### config.mk
export PLATFORM = sky130hd
export DESIGN_NAME = alarm_multi
export DESIGN_NICKNAME = d
export VERILOG_FILES = /design/src/rtl/alarm_multi.sv
export SDC_FILE = /design/constraint.sdc
export NUM_CORES = 1
export LEC_CHECK = 0
export ABC_AREA = 1
export CELL_PAD_IN_SITES_DETAIL_PLACEMENT = 0
export CELL_PAD_IN_SITES_GLOBAL_PLACEMENT = 1
export CORE_MARGIN = 2
export CORE_UTILIZATION = 45
export DETAILED_ROUTE_END_ITERATION = 12
export GPL_TIMING_DRIVEN = 0
export HOLD_SLACK_MARGIN = 0.1
export PLACE_DENSITY = 0.87
export SLEW_MARGIN = 20
export SYNTH_ARGS = -nofsm -noshare
export SYNTH_HDL_FRONTEND = slang
export SYNTH_SLANG_ARGS = --single-unit
### constraint.sdc
create_clock -name clk -period 4.1 [get_ports clk]
set_clock_uncertainty 0.2 [all_clocks]
set_input_delay 0.82 -clock clk [delete_from_list [all_inputs] [get_ports clk]]
set_output_delay 0.82 -clock clk [all_outputs]
set_load 0.05 [all_outputs]
### src/rtl/alarm_multi.sv
// Alarm clock: BCD time of day from a 1 s divider, N alarm slots, ring/snooze/dismiss FSM.
// All outputs registered, 1-cycle latency from inputs; no backpressure (pulse inputs act on the next edge).
module alarm_multi #(
    parameter int N_ALARM          = 4,
    parameter int CLK_PER_SEC      = 100000000,
    parameter int SNOOZE_SEC       = 300,
    parameter int RING_TIMEOUT_SEC = 60,
    parameter int TONE_W           = 2,
    parameter int IDX_W            = (N_ALARM > 1) ? $clog2(N_ALARM) : 1
) (
    input  logic              clk,
    input  logic              rstn,
    input  logic              time_load,
    input  logic [3:0]        hourdec_init,
    input  logic [3:0]        hourone_init,
    input  logic [3:0]        mindec_init,
    input  logic [3:0]        minone_init,
    output logic [3:0]        hourdec_now,
    output logic [3:0]        hourone_now,
    output logic [3:0]        mindec_now,
    output logic [3:0]        minone_now,
    output logic [5:0]        sec_now,
    input  logic              alm_wr,
    input  logic [IDX_W-1:0]  alm_idx,
    input  logic [3:0]        alm_hourdec,
    input  logic [3:0]        alm_hourone,
    input  logic [3:0]        alm_mindec,
    input  logic [3:0]        alm_minone,
    input  logic              alm_on,
    input  logic [TONE_W-1:0] alm_tone,
    input  logic              bud_en,
    input  logic              off_bud,
    input  logic              snooze,
    output logic              aud_en,
    output logic [TONE_W-1:0] aud_tone,
    output logic [IDX_W-1:0]  ring_idx,
    output logic [1:0]        bud_state
);

    localparam int DIV_W = (CLK_PER_SEC > 1) ? $clog2(CLK_PER_SEC) : 1;
    localparam int RT_W  = $clog2(RING_TIMEOUT_SEC + 1);
    localparam int SN_W  = $clog2(SNOOZE_SEC + 1);
    localparam logic [DIV_W-1:0] DIV_LAST = DIV_W'(CLK_PER_SEC - 1);
    localparam logic [RT_W-1:0]  RT_LAST  = RT_W'(RING_TIMEOUT_SEC);
    localparam logic [SN_W-1:0]  SN_INIT  = SN_W'(SNOOZE_SEC);

    typedef enum logic [1:0] {ST_IDLE = 2'd0, ST_RING = 2'd1, ST_SNOOZE = 2'd2} state_e;

    function automatic logic bcd_ok(input logic [3:0] hd, input logic [3:0] ho,
                                    input logic [3:0] md, input logic [3:0] mo);
        return ((hd < 4'd2 && ho <= 4'd9) || (hd == 4'd2 && ho <= 4'd3))
               && md <= 4'd5 && mo <= 4'd9;
    endfunction

    logic [DIV_W-1:0]  div_q, div_d;
    logic [5:0]        sec_q, sec_d, nx_sec;
    logic [3:0]        hd_q, ho_q, md_q, mo_q, hd_d, ho_d, md_d, mo_d;
    logic [3:0]        nx_hd, nx_ho, nx_md, nx_mo;
    logic              tick, load_ok, wr_ok;

    logic [15:0]       slot_tm_q   [N_ALARM];
    logic [TONE_W-1:0] slot_tone_q [N_ALARM];
    logic [N_ALARM-1:0] slot_on_q;

    logic              hit;
    logic [IDX_W-1:0]  hit_idx;
    logic [TONE_W-1:0] hit_tone;

    state_e            state_q, state_d;
    logic [RT_W-1:0]   rtmr_q, rtmr_d;
    logic [SN_W-1:0]   snz_q, snz_d;
    logic [IDX_W-1:0]  idx_q, idx_d;
    logic [TONE_W-1:0] tone_q, tone_d;
    logic              aud_en_q;

    assign tick    = (div_q == DIV_LAST);
    assign load_ok = time_load && bcd_ok(hourdec_init, hourone_init, mindec_init, minone_init);
    assign wr_ok   = alm_wr && bcd_ok(alm_hourdec, alm_hourone, alm_mindec, alm_minone)
                     && (32'(alm_idx) < N_ALARM);

    // Time one tick ahead; also the reference for alarm matching.
    always_comb begin
        nx_sec = sec_q;
        nx_mo  = mo_q;
        nx_md  = md_q;
        nx_ho  = ho_q;
        nx_hd  = hd_q;
        if (tick) begin
            if (sec_q != 6'd59) begin
                nx_sec = sec_q + 6'd1;
            end else begin
                nx_sec = 6'd0;
                if (mo_q != 4'd9) begin
                    nx_mo = mo_q + 4'd1;
                end else begin
                    nx_mo = 4'd0;
                    if (md_q != 4'd5) begin
                        nx_md = md_q + 4'd1;
                    end else begin
                        nx_md = 4'd0;
                        if (hd_q == 4'd2 && ho_q == 4'd3) begin
                            nx_hd = 4'd0;
                            nx_ho = 4'd0;
                        end else if (ho_q == 4'd9) begin
                            nx_ho = 4'd0;
                            nx_hd = hd_q + 4'd1;
                        end else begin
                            nx_ho = ho_q + 4'd1;
                        end
                    end
                end
            end
        end
    end

    always_comb begin
        div_d = (load_ok || tick) ? '0 : div_q + DIV_W'(1);
        sec_d = load_ok ? 6'd0 : nx_sec;
        hd_d  = load_ok ? hourdec_init : nx_hd;
        ho_d  = load_ok ? hourone_init : nx_ho;
        md_d  = load_ok ? mindec_init  : nx_md;
        mo_d  = load_ok ? minone_init  : nx_mo;
    end

    // Descending scan so the lowest matching slot wins.
    always_comb begin
        hit      = 1'b0;
        hit_idx  = '0;
        hit_tone = '0;
        if (tick && !load_ok && nx_sec == 6'd0 && bud_en) begin
            for (int i = N_ALARM - 1; i >= 0; i--) begin
                if (slot_on_q[i] && slot_tm_q[i] == {nx_hd, nx_ho, nx_md, nx_mo}) begin
                    hit      = 1'b1;
                    hit_idx  = IDX_W'(i);
                    hit_tone = slot_tone_q[i];
                end
            end
        end
    end

    always_comb begin
        state_d = state_q;
        rtmr_d  = rtmr_q;
        snz_d   = snz_q;
        idx_d   = idx_q;
        tone_d  = tone_q;
        case (state_q)
            ST_IDLE: begin
                if (hit) begin
                    state_d = ST_RING;
                    idx_d   = hit_idx;
                    tone_d  = hit_tone;
                    rtmr_d  = '0;
                end
            end
            ST_RING: begin
                if (off_bud) begin
                    state_d = ST_IDLE;
                end else if (snooze) begin
                    state_d = ST_SNOOZE;
                    snz_d   = SN_INIT;
                end else if (tick) begin
                    rtmr_d = rtmr_q + RT_W'(1);
                    if (rtmr_d == RT_LAST) state_d = ST_IDLE;
                end
            end
            ST_SNOOZE: begin
                if (off_bud) begin
                    state_d = ST_IDLE;
                end else if (tick) begin
                    snz_d = snz_q - SN_W'(1);
                    if (snz_d == '0) begin
                        state_d = ST_RING;
                        rtmr_d  = '0;
                    end
                end
            end
            default: state_d = ST_IDLE;
        endcase
        if (!bud_en) state_d = ST_IDLE;
    end

    always_ff @(posedge clk or negedge rstn) begin
        if (!rstn) begin
            div_q    <= '0;
            sec_q    <= '0;
            hd_q     <= '0;
            ho_q     <= '0;
            md_q     <= '0;
            mo_q     <= '0;
            state_q  <= ST_IDLE;
            rtmr_q   <= '0;
            snz_q    <= '0;
            idx_q    <= '0;
            tone_q   <= '0;
            aud_en_q <= 1'b0;
        end else begin
            div_q    <= div_d;
            sec_q    <= sec_d;
            hd_q     <= hd_d;
            ho_q     <= ho_d;
            md_q     <= md_d;
            mo_q     <= mo_d;
            state_q  <= state_d;
            rtmr_q   <= rtmr_d;
            snz_q    <= snz_d;
            idx_q    <= idx_d;
            tone_q   <= tone_d;
            aud_en_q <= (state_d == ST_RING);
        end
    end

    always_ff @(posedge clk or negedge rstn) begin
        if (!rstn) begin
            slot_on_q <= '0;
            for (int i = 0; i < N_ALARM; i++) begin
                slot_tm_q[i]   <= '0;
                slot_tone_q[i] <= '0;
            end
        end else if (wr_ok) begin
            slot_on_q[alm_idx]   <= alm_on;
            slot_tm_q[alm_idx]   <= {alm_hourdec, alm_hourone, alm_mindec, alm_minone};
            slot_tone_q[alm_idx] <= alm_tone;
        end
    end

    assign hourdec_now = hd_q;
    assign hourone_now = ho_q;
    assign mindec_now  = md_q;
    assign minone_now  = mo_q;
    assign sec_now     = sec_q;
    assign aud_en      = aud_en_q;
    assign aud_tone    = tone_q;
    assign ring_idx    = idx_q;
    assign bud_state   = state_q;

endmodule

==> results list <==
* Run status: finished clean
* Time the worst path needs with I/O delays and setup: 3.673 ns
- Min Hold Slack: 0.1367 ns
- Cells after synthesis: between 1,000 and 1,500
- Clock-pin slew on the worst setup and hold paths: ~0.070 ns
- The top cell type by area accounts for 41.64% of the synthesized area.
- In the detailed route, the total length drawn on met3 is 1083 microns.
- Of all nets on the critical path, the largest fanout is 10.
* Final slew viol count: 0
- The share of total power dissipated in combinational logic is 27.1%.
* Sequential share of the synthesized area: 41.64%
- Count of filler cells inserted in the layout: 1,910
- EDFF count, synth: 0
- Netlist Area Pre-Place: 8835 sq um
- Including well taps, the total number of placed cells is 1,546.
- For this run, design rule violations remaining after detail routing come to 0.
- Clock tree synthesis found a total of 147 sinks.
* Pint: around 3 mW
* RSZ-0062 raised after global routing: false
* Maximum number of buffers from clock root to sink: 2
- Synthesis instantiated 53 different standard cells from the library.
- After clock tree synthesis, the setup repair step added 0 buffers.
* Row count: between 50 and 60
- Hold violation count in the final report: 0
- Sequential share of power: 38.7%
- The worst setup path is of the input port to register kind.
- Summed over all nets, the switching power comes to around 1.7 mW.
- STA classifies the critical path endpoint as a register.
- CP Data Required Time: 4.23 ns
* Max-Cap Viols: 0
* Share of post-route cells with drive strength above 1: 8.225%
* Chip Width: approximately 140 microns
- Y dimension of the die: 144.1 microns
- The number of antenna diodes in the final layout is 0.
- For this run, the leading register cell type out of synthesis is dfrtp_1.
- Across the VDD grid, the largest voltage drop is about 0.00029 V.
- Of the total power, the share spent switching nets is 36.74%.
- Net count of the finished layout: 1,357
- CTS built an H-tree with a depth of 4.
- Detailed-route via count: a little over 8,000
- Routability-driven placement finished with a final weighted congestion of 0.8515.
- Yosys warning total: 0
* Routed length per instance: 15.46 microns
- Relative slew slack: 49.45%
- The tree is rooted in a clkbuf_16.
- For this design, the CTS-stage hold fixing added 0 buffers.
- The final critical path takes up between 80% and 90% of the cycle.
- For the pin with the worst max-slew slack, the measured transition is 0.7554 ns.
- Die area: 20,770 sq um
- Number of buffers created by CTS: 17
- Uppermost signal routing layer after detailed routing: met4
- Clock insertion delay at the later pin of the skew report: about 0.44 ns
- Vias per cell: 5.177
- Gates resized during post-CTS repair numbered 0.
- Clock tree from TritonCTS: built
- Excluding fillers, the count of instances in the completed layout stands at 1,578.
- The number of global-route vias before repair was about 7,800.
* Number of setup violations in the final report: 0
- Overflow after GRT: 0
- Power spread over the standard cell area amounts to 451.8 nW/um^2.
- Share of flip-flops with an asynchronous set or reset: 100.0%
- Highest Clock Rate: 272.3 MHz
- Critical Path Source Type: input port
- The region available for standard cell placement spans slightly below 20,000 sq um.
- Across every metal layer, demand over resource in global routing totals 25.25%.
- Sorting the synthesized cells by area gives the leading types as dfrtp_1 (42%), nand2_1 (14%), inv_1 (6.7%).
- Amount of wire on met2 after detailed routing: around 11,000 microns
- Detailed placement finished with a half-perimeter wire length of about 18,000 microns.
* Path category of the worst min-delay check: input port to asynchronous set/reset pin
* Clock network fraction of design power: 34.2%
- Static leakage power: roughly 5.2 nW
- STA puts the critical path data arrival time at between 3 and 4 ns.
* Initial antenna violation count: 0
- Entering global routing, the biggest net connects 79 pins.
- Once the floorplan was initialized, standard cells occupied 45.69% of the core.
- #FFs+latches synth: 147
* Global-route wire length before repair: 40,250 microns
* Top Ports: 73
- Net count after synthesis: 1,265
- Count of antenna-violating nets left after detailed routing: 0
- Input and output buffers added on the ports amount to 72.
- For this block, wires on met1 add up to 11,290 microns.
* Overall routed net length: about 24,000 microns
- Area growth from synthesis to layout: 19.18%
* Iter 0 DRT Violations: between 600 and 700
- The largest total area in the synthesized netlist belongs to dfrtp_1.
* Initial DRT Pass Iterations: 5
* Post-synthesis average cell area: ~7.3 sq um
power by group through the flow:
stage | Sequential [mW] | Combinational, mW | Clock (mW)
after floorplan | 2.00 | 0.699 | 0
after global placement | 1.86 | 1.26 | 0
after detailed placement | 1.86 | 1.28 | 0
after CTS | 1.84 | 1.29 | 1.64
after global routing | 1.87 | 1.44 | 1.72
final | 1.84 | 1.29 | 1.63
cells in the mapped netlist, types with 2 or more instances:
cell type  instances
a31oi_1            8
xor2_1            14
inv_1            157
ha_1              13
a41oi_1            2
dfrtp_1          147
nand2_4            5
clkinv_1           2
nand3_4            5
o21ai_0           91
clkbuf_1          15
nand2_2           24
nand3_2            3
a21oi_1           24
nor2_2             8
nand4_1           11
nor2_8             4
buf_2              2
o21a_1             2
nand2_1          339
nand3b_1          25
o32ai_1            2
nor2_1           126
nand3_1          106
nor3_1            26
a211oi_1           3
nand4_2            3
nor3b_1            2
or2_2              2
xnor2_1            3
nor2_4             5
o21bai_1           2
inv_2              5
nor4_1             3
worst max-delay path: stages:
cell	delay (ns)
clkdlybuf4s50_1	0.51
o21a_1	0.23
a211oi_1	0.06
and2_1	0.13
clkbuf_1	0.26
nor2_1	0.66
clkinv_1	0.45
clkbuf_1	0.37
nor3b_1	0.29
cell families (layout without fill, tap and decap cells):
family | count (synthesis) | in the layout | share of synthesized area [%]
multiplexers | 1 | 1 | 0.1133
buffers and inverters | 183 | 288 | 8.016
XOR/XNOR | 17 | 17 | 1.685
adder cells (fa/ha/maj) | 13 | 13 | 1.841
AO/OA/AOI/OAI | 144 | 144 | 9.078
flip-flops | 147 | 147 | 41.64
AND/OR/NAND/NOR | 703 | 703 | 37.63
area by class of cell:
class	count	area, sq um	share of cell area, %
inverter	164	615.6	5.847
clock inverter	14	165.2	1.569
tap	265	331.6	3.149
clock buffer	18	439.2	4.171
multi-input combinational	878	4453	42.29
sequential	147	3679	34.94
buffer	19	92.59	0.8794
timing repair buffer	73	753.2	7.154
registers in the layout, summed over array words and instances (netlist names):
name         count
rtmr_q           6
slot_tm_q       64
slot_on_q        4
snz_q            9
slot_tone_q      8
mindec_now       4
ring_idx         2
minone_now       4
bud_state        2
div_q           27
hourdec_now      4
sec_now          6
aud_tone         2
aud_en           1
hourone_now      4
routing by layer:
metal,up-vias,global-route usage [%]
met5,-,0
met4,0,9.391
met3,38,4.470
met2,206,40.63
met1,3860,34.20
li1,4065,-
worst paths after layout:
| path | from | end | slack, ns | cells past startpoint |
|---|---|---|---|---|
| setup / recovery | minone_init[1] | div_q[9] | 0.43 | 9 |
| hold / removal | rstn | div_q[5] | 0.14 | 1 |
| setup reg to reg | mindec_now[1] | rtmr_q[3] | 0.56 | 21 |
| hold reg to reg | div_q[0] | div_q[0] | 0.26 | 1 |
| max in group asynchronous | rstn | slot_tm_q[46] | 2.77 | 2 |
| min in group clk | div_q[0] | div_q[0] | 0.26 | 1 |
cells in the final DEF, fill, tap and decap left out, drive strengths merged, types with 2 or more instances in the layout:
cell type,n
a211oi,3
a21oi,24
a31oi,8
a41oi,2
buf,6
bufinv,2
clkbuf,33
clkdlybuf4s50,71
clkinv,5
dfrtp,147
ha,13
inv,170
nand2,368
nand3,114
nand3b,26
nand4,15
nor2,143
nor3,27
nor3b,3
nor4,3
o211ai,2
o21a,2
o21ai,92
o21bai,2
o32ai,2
or2,3
xnor2,3
xor2,14
through the flow:
stage / TNS, ns / area, sq um / utilization, % / worst slack, ns / total power, mW
6_report: 0 / 10530 / 54.46 / 0.4274 / 4.757
3_5_place_dp: 0 / 9920 / 51.30 / 0.009149 / 3.146
2_1_floorplan: 0 / 8835 / - / 0.9746 / 2.699
4_1_cts: 0 / 10520 / 54.43 / 0.4039 / 4.773
5_1_grt: 0 / 10530 / 54.46 / 0.2160 / 5.040
3_3_place_gp: -614.85 / 9887 / 51.14 / -4.196 / 3.125
Power figures use the tool's default switching activity.
